==> config.mk <==
export PLATFORM = sky130hd
export DESIGN_NAME = branch_predictor
export DESIGN_NICKNAME = d
export VERILOG_FILES = /design/src/rtl/branch_predictor_pkg.sv /design/src/rtl/branch_predictor_sat_counter.sv /design/src/rtl/branch_predictor.sv
export SDC_FILE = /design/constraint.sdc
export NUM_CORES = 2
export LEC_CHECK = 0
export ABC_AREA = 1
export BUFFER_PORTS_ARGS = -buffer_cell sky130_fd_sc_hd__buf_2
export CAP_MARGIN = 10
export CELL_PAD_IN_SITES_DETAIL_PLACEMENT = 0
export CELL_PAD_IN_SITES_GLOBAL_PLACEMENT = 1
export CORE_MARGIN = 2
export CORE_UTILIZATION = 40
export CTS_CLUSTER_DIAMETER = 120
export DETAILED_ROUTE_END_ITERATION = 7
export GPL_ROUTABILITY_DRIVEN = 0
export HOLD_SLACK_MARGIN = 0.15
export PLACE_DENSITY = 0.71
export SETUP_SLACK_MARGIN = 0.15
export SYNTH_ARGS = -nofsm -noshare
export SYNTH_HDL_FRONTEND = slang
export SYNTH_SLANG_ARGS = --single-unit
==> constraint.sdc <==
create_clock -name clk_i -period 26.1 [get_ports clk_i]
set_input_delay 1.305 -clock clk_i [delete_from_list [all_inputs] [get_ports clk_i]]
set_output_delay 1.305 -clock clk_i [all_outputs]
set_load 0.02 [all_outputs]
==> src/rtl/branch_predictor_pkg.sv <==
// Shared branch definitions: predictor counter states, default sizing,
// and the branch condition opcodes used by the condition generator.
package branch_predictor_pkg;

  localparam int unsigned BP_ENTRIES = 16;
  localparam int unsigned BP_TAG_W   = 8;

  typedef enum logic [1:0] {
    SNT = 2'b00,
    WNT = 2'b01,
    WT  = 2'b10,
    ST  = 2'b11
  } bp_ctr_e;

  typedef enum logic [2:0] {
    BR_BEQ  = 3'd0,
    BR_BNE  = 3'd1,
    BR_BLT  = 3'd2,
    BR_BGE  = 3'd3,
    BR_BLTU = 3'd4,
    BR_BGEU = 3'd5
  } branch_op_e;

endpackage

==> src/rtl/branch_predictor_sat_counter.sv <==
// Two-bit saturating direction counter next-state logic.
module bp_sat_counter
  import branch_predictor_pkg::*;
(
  input  bp_ctr_e state_i,
  input  logic    taken_i,
  output bp_ctr_e next_o
);

  always_comb begin
    next_o = state_i;
    case (state_i)
      SNT:     next_o = taken_i ? WNT : SNT;
      WNT:     next_o = taken_i ? WT  : SNT;
      WT:      next_o = taken_i ? ST  : WNT;
      ST:      next_o = taken_i ? ST  : WT;
      default: next_o = state_i;
    endcase
  end

endmodule

==> src/rtl/branch_predictor.sv <==
// Direct-mapped branch predictor: tagged entries with 2-bit counters and
// stored targets, one-cycle registered prediction, update on branch resolve.
module branch_predictor
  import branch_predictor_pkg::*;
#(
  parameter int unsigned ENTRIES = BP_ENTRIES,
  parameter int unsigned TAG_W   = BP_TAG_W
) (
  input  logic        clk_i,
  input  logic        rst_i,
  input  logic        pred_valid_i,
  input  logic [31:0] pred_pc_i,
  input  logic        flush_i,
  output logic        pred_valid_o,
  output logic        pred_taken_o,
  output logic [31:0] pred_target_o,
  input  logic        upd_valid_i,
  input  logic [31:0] upd_pc_i,
  input  logic        upd_taken_i,
  input  logic [31:0] upd_target_i
);

  localparam int unsigned IDX_W   = $clog2(ENTRIES);
  localparam int unsigned TAG_LSB = IDX_W + 2;

  logic [ENTRIES-1:0] valid_q;
  logic [TAG_W-1:0]   tag_q [ENTRIES];
  bp_ctr_e            ctr_q [ENTRIES];
  logic [31:0]        tgt_q [ENTRIES];

  logic [IDX_W-1:0] p_idx, u_idx;
  logic [TAG_W-1:0] p_tag, u_tag;
  logic             p_hit, p_taken, u_hit;
  logic [1:0]       p_ctr;
  logic [31:0]      p_target;
  bp_ctr_e          u_ctr_next;
  logic             unused_upd_pc_bits;

  assign p_idx = pred_pc_i[IDX_W+1:2];
  assign p_tag = pred_pc_i[TAG_LSB +: TAG_W];
  assign u_idx = upd_pc_i[IDX_W+1:2];
  assign u_tag = upd_pc_i[TAG_LSB +: TAG_W];

  assign unused_upd_pc_bits = ^{upd_pc_i[1:0], upd_pc_i[31:TAG_LSB+TAG_W]};

  // Lookup reads the pre-update array, so a same-cycle update to the
  // same entry only becomes visible to the following prediction.
  assign p_hit    = valid_q[p_idx] && (tag_q[p_idx] == p_tag);
  assign p_ctr    = ctr_q[p_idx];
  assign p_taken  = p_hit && p_ctr[1];
  assign p_target = p_taken ? tgt_q[p_idx] : pred_pc_i + 32'd4;

  assign u_hit = valid_q[u_idx] && (tag_q[u_idx] == u_tag);

  bp_sat_counter u_sat_counter (
    .state_i (ctr_q[u_idx]),
    .taken_i (upd_taken_i),
    .next_o  (u_ctr_next)
  );

  // Direction/target hold their last value while no prediction is issued.
  always_ff @(posedge clk_i or posedge rst_i) begin
    if (rst_i) begin
      pred_valid_o  <= 1'b0;
      pred_taken_o  <= 1'b0;
      pred_target_o <= '0;
    end else begin
      pred_valid_o <= pred_valid_i & ~flush_i;
      if (pred_valid_i && !flush_i) begin
        pred_taken_o  <= p_taken;
        pred_target_o <= p_target;
      end
    end
  end

  always_ff @(posedge clk_i or posedge rst_i) begin
    if (rst_i) begin
      valid_q <= '0;
      tag_q   <= '{default: '0};
      ctr_q   <= '{default: WNT};
      tgt_q   <= '{default: '0};
    end else if (upd_valid_i) begin
      if (u_hit) begin
        ctr_q[u_idx] <= u_ctr_next;
        if (upd_taken_i) begin
          tgt_q[u_idx] <= upd_target_i;
        end
      end else begin
        valid_q[u_idx] <= 1'b1;
        tag_q[u_idx]   <= u_tag;
        tgt_q[u_idx]   <= upd_target_i;
        if (upd_taken_i) begin
          ctr_q[u_idx] <= WT;
        end else begin
          ctr_q[u_idx] <= WNT;
        end
      end
    end
  end

endmodule

==> impl_metrics.tcl <==
set metrics [dict create \
    numPortBuffers 115 \
    cts_buffers 85 \
    grt_pass1_vias 35000 \
    asyncSetResetFlopFracSynth 1.00 \
    synth_top_family_by_area "simple AND/OR/NAND/NOR gates" \
    power_frac_comb 0.167 \
    ys.flop_type "dfrtp_1" \
    synth_fa_ha_area_frac 0.000322 \
    synth_edf_count 0 \
    power.internal_w 0.00224 \
    ant_nets 0 \
    nNetsFinal 5454 \
    grtUsageTotal 0.300 \
    critPathKind "in -> reg" \
    hold_path_class "reg -> reg" \
    io_pins 136 \
    ys_seq_elements 722 \
    nFillCells 9941 \
    post_drt_wl_per_cell_um 22.5 \
    cts_setup_buffers 0 \
    cap_violations 0 \
    root_buffer "clkbuf_16" \
    synthTopCellsByArea "dfrtp_1 45%, nand2_1 21%, nand3_1 8.5%" \
    p_sw_frac 0.307 \
    met2_usage 0.459 \
    net-switching-power_w 0.000990 \
    muxShareOfSynthArea 0 \
    clock_latency_ns 0.68 \
    finalHoldViolCount 0 \
    cts_tree "built" \
    yosysUniqueCellTypes 34 \
    rsz0062_at_grt "false" \
    holdBufCountCts 0 \
    initial_core_util 0.403 \
    crit_arrival_ns 6.25 \
    max_freq_mhz 177 \
    setup.worst_path.end_class "flip-flop" \
    routed_wirelength_um 151000 \
    synth_common_cells "2,193 x nand2_1, 706 x dfrtp_1, 659 x nand3_1" \
    cts_resized 0 \
    coreArea_um2 96600 \
    vias_per_cell 5.56 \
    cp_data_required_time_ns 26.70 \
    pre_cts_ws_ns 19.89 \
    grt_use_met1 0.426 \
    dpl.hpwl_um 81300 \
    clk_pin_slew_ns 0.06 \
    seq_area_frac_synth 0.465 \
    syn2layout_area_growth_pct 10.2 \
    clock_power_share 0.384 \
    start_kind "primary input" \
    drc_errors 0 \
    tns_ns 0 \
    synth_compound_area_frac 0.0806 \
    yosys_warnings 0 \
    firstDrtPassIters 6 \
    drt_iter0_drc 4175 \
    p_seq_frac 0.449 \
    syn_nets 5633 \
    die_w_um 316 \
    synthSimpleGateAreaFrac 0.379 \
    fp.dieArea_um2 99700 \
    fin_skew_ns 0.0349 \
    drive_above_1_share 0.0768 \
    slew_violations 0 \
    synthCells 5530 \
    synth_area_um2 38900 \
    syn_area_per_cell_um2 7.03 \
    fin_crit_ns 5.65 \
    use_met3 0.0632 \
    die-height_um 316 \
    run_status "finished clean" \
    setup_violations 0 \
    antenna_found_initial 7 \
    vias 37200 \
    synth_top_cell_by_area "dfrtp_1" \
    critPathMaxFanout 105 \
    p_total_w 0.00323 \
    slew_headroom 0.176 \
    multiInputGateArea_um2 18300 \
    grt_pass1_wl_um 227000 \
    cellPowerDensity_nw_per_um2 75.3 \
    cts.path.max_buffers 3 \
    rows 114 \
    synthXorXnorAreaFrac 0.00631 \
    regArea_um2 18100 \
    yosys.area.top_type_share 0.454 \
    min_period_over_period 0.216 \
    worst_slack_ns 20.45 \
    grt_max_degree 170 \
    yosysMostFrequentCell "nand2_1" \
    tightestPinTransition_ns 1.23 \
    gr-max-usage-layer "met2" \
    overflow 0 \
    htreeDepth 3 \
    vdd_drop_max_uv 46.8 \
    power.leakage_nw 22.0 \
    cts_sinks 722 \
]
==> worst paths after layout <==
kind | from | endpoint | slack (ns) | depth (start not counted)
min reg2reg | tgt_q[340] | tgt_q[340] | 0.46 | 2
max | upd_pc_i[2] | tgt_q[279] | 20.45 | 18
min | tgt_q[340] | tgt_q[340] | 0.46 | 2
max in group asynchronous | rst_i | tgt_q[327] | 22.16 | 5
max reg2reg | tag_q[55] | tgt_q[279] | 22.27 | 15
min in group asynchronous | rst_i | tgt_q[184] | 0.82 | 2
==> worst max-delay path: stages <==
cell,delay (ns)
buf_4,0.44
buf_4,0.69
nand2_2,0.52
nor2_1,0.21
nor2_1,0.07
nand2_1,0.07
nand2_1,0.05
nand2_1,0.17
nor2_1,0.06
nand2_1,0.05
nand2_1,0.07
nand2_1,0.07
nor2_1,0.07
nand4_4,0.22
buf_4,0.72
buf_4,1.02
nand3_1,0.17
nand2_1,0.12
==> per-stage QoR <==
stage | utilization | instances | instance area [µm²] | hold WS, ns
4_1_cts | 0.444 | 6691 | 42900 | 0.466
3_5_place_dp | 0.414 | 6540 | 40000 | 0.453
5_1_grt | 0.444 | 6692 | 42900 | 0.478
2_1_floorplan | - | 5530 | 38900 | 0.437
6_report | 0.444 | 6692 | 42900 | 0.462
3_3_place_gp | 0.414 | 6540 | 40000 | 0.448
==> power by group through the flow <==
stage / clock, W / sequential (W) / combinational [W]
after floorplan: 0 / 0.00145 / 0.000381
after global placement: 0 / 0.00146 / 0.000527
after detailed placement: 0 / 0.00146 / 0.000536
after CTS: 0.00126 / 0.00144 / 0.000537
after global routing: 0.00130 / 0.00147 / 0.000621
final: 0.00124 / 0.00145 / 0.000539
==> flip-flops by register name, summed over array words and instances, names as in the netlist, named ones only <==
register       cells
tgt_q            512
valid_q           16
tag_q            128
pred_valid_o       1
pred_taken_o       1
pred_target_o     32
==> final cells by class <==
class / instances / share of cell area
Multi-Input combinational cell: 4142 / 0.427
Timing Repair Buffer: 191 / 0.0278
Sequential cell: 722 / 0.422
Inverter: 209 / 0.0188
Clock buffer: 132 / 0.0601
Clock inverter: 19 / 0.00663
Antenna cell: 1 / 0.0000584
Tap cell: 1276 / 0.0373
==> placed cells by master, fill, tap and decap left out, types with 14 or more instances in the layout <==
master | synthesis | routed
a22o_1 | 16 | 16
dfstp_2 | 16 | 16
inv_1 | 201 | 197
nor2_4 | 0 | 20
nor2_2 | 20 | 14
o22ai_1 | 109 | 109
dfrtp_1 | 706 | 706
clkbuf_8 | 0 | 23
a21oi_1 | 57 | 57
nand2_2 | 2 | 18
o21ai_0 | 346 | 346
nand3_2 | 15 | 14
clkbuf_16 | 0 | 87
clkbuf_1 | 251 | 22
buf_2 | 120 | 111
nand3_1 | 659 | 659
nand2_1 | 2193 | 2177
xor2_1 | 21 | 21
nand4_1 | 168 | 168
o21ai_1 | 16 | 15
buf_4 | 6 | 76
a31oi_1 | 16 | 16
nor2_1 | 460 | 446
==> logic make-up after synthesis <==
kind of cell,Yosys count
simple gates,3538
flops,722
buf+inv,666
compound gates,575
xor+xnor,28
fa+ha+maj,1
==> per-layer routing <==
layer / part of all wire / routed length, µm / vias up
met1: 0.45 / 67100 / 18100
li1: - / - / 17500
met3: 0.085 / 12800 / 249
met2: 0.44 / 66400 / 1381
met5: 0.00018 / 27 / -
met4: 0.028 / 4260 / 4
No activity file was read; power rests on OpenSTA's default activity.
